[config.mk]
export PLATFORM = sky130hd
export DESIGN_NAME = instr_ctrl_fsm
export DESIGN_NICKNAME = d
export VERILOG_FILES = /design/src/rtl/instr_ctrl_fsm.sv
export SDC_FILE = /design/constraint.sdc
export NUM_CORES = 1
export LEC_CHECK = 0
export CAP_MARGIN = 20
export CORE_ASPECT_RATIO = 0.75
export CORE_MARGIN = 3
export CORE_UTILIZATION = 35
export CTS_BUF_LIST = sky130_fd_sc_hd__clkbuf_4 sky130_fd_sc_hd__clkbuf_8
export DETAILED_ROUTE_END_ITERATION = 8
export PLACE_DENSITY = 0.78
export SYNTH_ARGS = -nofsm -noshare
export SYNTH_HDL_FRONTEND = slang
export SYNTH_SLANG_ARGS = --single-unit
[constraint.sdc]
create_clock -name clk -period 1.3 [get_ports clk]
set_input_delay 0.13 -clock clk [delete_from_list [all_inputs] [get_ports clk]]
set_output_delay 0.13 -clock clk [all_outputs]
set_load 0.01 [all_outputs]
[src/rtl/instr_ctrl_fsm.sv]
// Instruction register plus Moore control FSM for the 8x16 register file and datapath.
// Captures a 16-bit instruction, decodes it and drives one datapath micro-step per cycle.
module instr_ctrl_fsm #(
  parameter logic [15:0] IR_RESET = 16'h0000
) (
  input  logic        clk,
  input  logic        reset,
  input  logic        s,
  input  logic        load,
  input  logic [15:0] in,
  output logic        w,
  output logic [2:0]  readnum,
  output logic [2:0]  writenum,
  output logic        write,
  output logic        loada,
  output logic        loadb,
  output logic        loadc,
  output logic        loads,
  output logic        asel,
  output logic        vsel,
  output logic [1:0]  shift,
  output logic [1:0]  ALUop,
  output logic [15:0] sximm8,
  output logic [15:0] sximm5
);

  typedef enum logic [2:0] {
    ST_WAIT   = 3'd0,
    ST_DECODE = 3'd1,
    ST_WR_IMM = 3'd2,
    ST_GET_A  = 3'd3,
    ST_GET_B  = 3'd4,
    ST_ALU    = 3'd5,
    ST_WR_REG = 3'd6
  } state_t;

  localparam logic [2:0] OPC_MOV = 3'b110;
  localparam logic [2:0] OPC_ALU = 3'b101;
  localparam logic [1:0] OP_IMM  = 2'b10;
  localparam logic [1:0] OP_REG  = 2'b00;
  localparam logic [1:0] OP_CMP  = 2'b01;

  state_t      state, state_next;
  logic [15:0] ir;

  // Instruction field views.
  logic [2:0] opcode;
  logic [1:0] op;
  logic [2:0] rn, rd, rm;

  assign opcode = ir[15:13];
  assign op     = ir[12:11];
  assign rn     = ir[10:8];
  assign rd     = ir[7:5];
  assign rm     = ir[2:0];

  // Immediate and control fields follow IR in every state.
  assign shift  = ir[4:3];
  assign ALUop  = ir[12:11];
  assign sximm8 = {{8{ir[7]}}, ir[7:0]};
  assign sximm5 = {{11{ir[4]}}, ir[4:0]};

  // Instruction register: captures only while idle in WAIT, so a busy load is ignored.
  always_ff @(posedge clk) begin
    // NOTE: non-blocking assignments keep every register sampling pre-edge values.
    if (reset)
      ir <= IR_RESET;
    else if (load && (state == ST_WAIT))
      ir <= in;
  end

  // State register.
  always_ff @(posedge clk) begin
    if (reset)
      state <= ST_WAIT;
    else
      state <= state_next;
  end

  // Next-state decode; DECODE sees the IR captured on the same edge that left WAIT.
  always_comb begin
    // NOTE: defaults first so no path leaves state_next unassigned (no latch).
    state_next = state;
    unique case (state)
      ST_WAIT:   if (s) state_next = ST_DECODE;
      ST_DECODE: begin
        if (opcode == OPC_MOV && op == OP_IMM)      state_next = ST_WR_IMM;
        else if (opcode == OPC_MOV && op == OP_REG) state_next = ST_GET_B;
        else if (opcode == OPC_ALU)                 state_next = ST_GET_A;
        else                                        state_next = ST_WAIT;
      end
      ST_WR_IMM: state_next = ST_WAIT;
      ST_GET_A:  state_next = ST_GET_B;
      ST_GET_B:  state_next = ST_ALU;
      ST_ALU:    state_next = (opcode == OPC_ALU && op == OP_CMP) ? ST_WAIT : ST_WR_REG;
      ST_WR_REG: state_next = ST_WAIT;
      default:   state_next = ST_WAIT;
    endcase
  end

  // Moore outputs from state only; strobes are suppressed while reset is high.
  always_comb begin
    w        = 1'b0;
    readnum  = 3'b000;
    writenum = 3'b000;
    write    = 1'b0;
    loada    = 1'b0;
    loadb    = 1'b0;
    loadc    = 1'b0;
    loads    = 1'b0;
    asel     = 1'b0;
    vsel     = 1'b0;
    unique case (state)
      ST_WAIT:   w = 1'b1;
      ST_DECODE: ;
      ST_WR_IMM: begin
        writenum = rn;
        vsel     = 1'b1;
        write    = !reset;
      end
      ST_GET_A: begin
        readnum = rn;
        loada   = !reset;
      end
      ST_GET_B: begin
        readnum = rm;
        loadb   = !reset;
      end
      ST_ALU: begin
        loadc = !reset;
        asel  = (opcode == OPC_MOV);
        loads = !reset && (opcode == OPC_ALU) && (op == OP_CMP);
      end
      ST_WR_REG: begin
        writenum = rd;
        write    = !reset;
      end
      default: ;
    endcase
  end

endmodule

==> flow_summary_export.csv <==
group,metric,value,unit
logic_synthesis,synth.top_cells.by_area,"dfxtp_1 (32%), buf_4 (23%), nand2_1 (9.6%), a21oi_1 (6.6%), mux2i_1 (2.5%)",
logic_synthesis,synth_top_area_cell,"dfxtp_1",
power_and_ir_drop,p_int,1.08,mW
logic_synthesis,syn_area_per_cell,7.99,um^2
global_route,overflow,0,
timing,min_period,1.45,ns
routing,dr.pass1.iters,4,
routing,remaining_drc_errors,0,
floorplanning,start_util,38.8,%
min_path,hold_class,"input port to register",
floorplanning,die_w,73.8,um
floorplanning,io_pins,70,
clock_network,numCtsBuffers,3,
timing,slew_headroom,77.6,%
routing,finalWirelength,3820,um
timing,finalSetupViolations,29,
timing,setup_slack,-0.151,ns
logic_synthesis,synthFlopType,"dfxtp_1",
logic_synthesis,synth_mux_area_share,2.49,%
floorplanning,core_region_area,0.00311,mm^2
routing,drt-initial-drc-count,52,
floorplanning,die_area,0.00419,mm^2
finish,nets,234,
logic_synthesis,synthSimpleGateAreaFrac,25.3,%
setup_path,arrival,1.60,ns
logic_synthesis,synth_compound_area_share,13.4,%
routing,viasPerCell,4.89,
logic_synthesis,synthXorXnorAreaFrac,0,%
power_and_ir_drop,pwr-share-seq,42.9,%
logic_synthesis,syn_nets,171,
clock_network,cts_max_path_buffers,2,
logic_synthesis,yosys_warnings,0,
setup_path,crit_path_start_kind,"register",
job,maxCapViolations,0,
global_route,track_usage,17.6,%
power_and_ir_drop,peakVddDrop,550,uV
power_and_ir_drop,clkPwrFrac,27.3,%
power_and_ir_drop,pwr-share-comb,29.8,%
logic_synthesis,postSynthCellCount,151,
timing,fmax,689,MHz
clock_network,insertion_delay,0.26,ns
setup_path,critPathKind,"register to register",
power_and_ir_drop,leakagePower,1.02,nW
floorplanning,rows,17,
placement,io_buffer_count,69,
power_and_ir_drop,netSwitchingFraction,29.6,%
logic_synthesis,yosysMostFrequentCell,"buf_4",
clock_network,cts_root_buffer,"clkbuf_8",
clock_network,htreeDepth,1,
status,status,"finished, violations left",
logic_synthesis,syn_area,0.00121,mm^2
global_route,antenna_found_initial,0,
timing,tns,-3.24,ns
logic_synthesis,ys_seq_area_share,31.5,%
global_route,grt_pass1_wl,5840,um
finish,drive_gt1_share,46.9,%
logic_synthesis,synth_edf_count,0,
timing,max_slew.worst_pin.slew,0.337,ns
finish,area_growth,70.7,%
timing,maxSlewViolCount,0,
clock_network,hold_buffers,0,
power_and_ir_drop,netSwitchingPower,0.453,mW
setup_path,worstPathRequired,1.45,ns
logic_synthesis,synthAdderAreaFrac,0,%
routing,avgRoutedWirePerCell,15.2,um
timing,hold_violations,0,
logic_synthesis,synth_top_family_by_area,"buffers and inverters",
global_route,grt_start_max_net_pins,17,
clock_network,cts.clk_slew.worst_paths,0.07,ns
timing,whs,0.411,ns
setup_path,crit_fanout,8,
timing,period_share,112,%
placement,place_hpwl,2430,um
global_route,grt_pass1_vias,1218,
floorplanning,die-height,56.8,um
setup_path,crit_path_end_kind,"register",
timing,grt_setup_unrepaired,"true",
logic_synthesis,synth-seq-cells,19,
timing,clock_skew,0.00211,ns
finish,n_antenna_cell,0,
clock_network,cts_tree,"yes",
logic_synthesis,yosysUniqueCellTypes,35,
routing,antenna_left,0,
logic_synthesis,synth_top_area_share,31.5,%
clock_network,numClockSinks,19,
routing,route.vias.total,1228,
logic_synthesis,synth-async-reset-ratio,0,%
status,violations,"negative setup slack",
logic_synthesis,yosys-top-cells-count,"buf_4 (37), nand2_1 (31), dfxtp_1 (19), a21oi_1 (16), nor2_1 (8)",
power_and_ir_drop,pwr_density_cell,743,mW/mm^2
placement,place.gp.congestion,0.779,
kinds of logic after synthesis:
family	after synthesis
simple gates	59
buf+inv	44
mux	3
flops	19
compound gates	26
cell type report:
class	instances	area, um^2
clock inverters	1	5.00
repair buffers	101	891
well taps	38	47.5
clock buffers	3	41.3
fillers	254	1050
inverters	1	3.75
flip-flops and latches	19	399
multi-input cells	88	672
worst max-delay path, cell delays in order, from the launching register on:
cell,delay (ns)
dfxtp_2,0.35
buf_6,0.12
or4b_4,0.58
buf_8,0.18
nand2_1,0.06
a21oi_1,0.06
per-layer routing:
metal  GRT usage (%)  up-vias  share of wire, %  wire (um)
met1            22.9      555                43       1630
li1                -      597                 -          -
met4            3.36        0               1.2         44
met3            4.83        8               9.0        343
met2            29.0       68                47       1810
met5               0        -                 0          0
worst paths after layout:
| path | start | endpoint | slack, ns | cells after the start |
|---|---|---|---|---|
| hold / removal | in[4] | ir[4] | 0.41 | 3 |
| setup / recovery | state[1] | ir[10] | -0.15 | 5 |
| setup reg to reg | state[1] | ir[10] | -0.15 | 5 |
| hold reg to reg | ir[3] | ir[3] | 0.48 | 2 |
per-stage QoR:
step | worst slack (ns) | std cells | total power, mW | utilization (%) | area, um^2
after CTS | -0.137 | 249 | 1.52 | 64.1 | 1990
final | -0.151 | 251 | 1.53 | 66.3 | 2060
after global routing | -0.178 | 251 | 1.60 | 66.3 | 2060
after global placement | -0.364 | 237 | 1.07 | 57.9 | 1800
after detailed placement | -0.361 | 237 | 1.08 | 57.9 | 1800
after floorplan | -0.0601 | 151 | 0.904 | - | 1210
timing repair:
item | 4_1_cts | 5_1_grt
endpoints found under the setup margin | 66 | 30
pin swaps | 42 | 1
buffers inserted | 8 | 2
resized for setup | 152 | 12
gates cloned | 1 | 0
sequential cells by signal, indices dropped and copies added, names as in the netlist:
signal and cells:
ir 16, state 3
power by group through the flow:
stage               combinational (mW)  clock, mW  sequential (mW)
floorplan                        0.240          0            0.665
global placement                 0.409          0            0.662
detailed placement               0.414          0            0.665
CTS                              0.444      0.424            0.655
global route                     0.487      0.452            0.662
finish                           0.456      0.418            0.656
placed cells by master (no fill, tap or decap), drive strengths merged, types with 2 or more instances in the layout:
master / n
clkbuf: 3
clkdlybuf4s50: 18
dlygate4sd2: 36
a21oi: 16
nor3: 4
nand2: 33
a22o: 3
and3b: 2
nor3b: 2
dfxtp: 19
nor2: 8
mux2i: 3
buf: 46
Power figures use the tool's default switching activity.
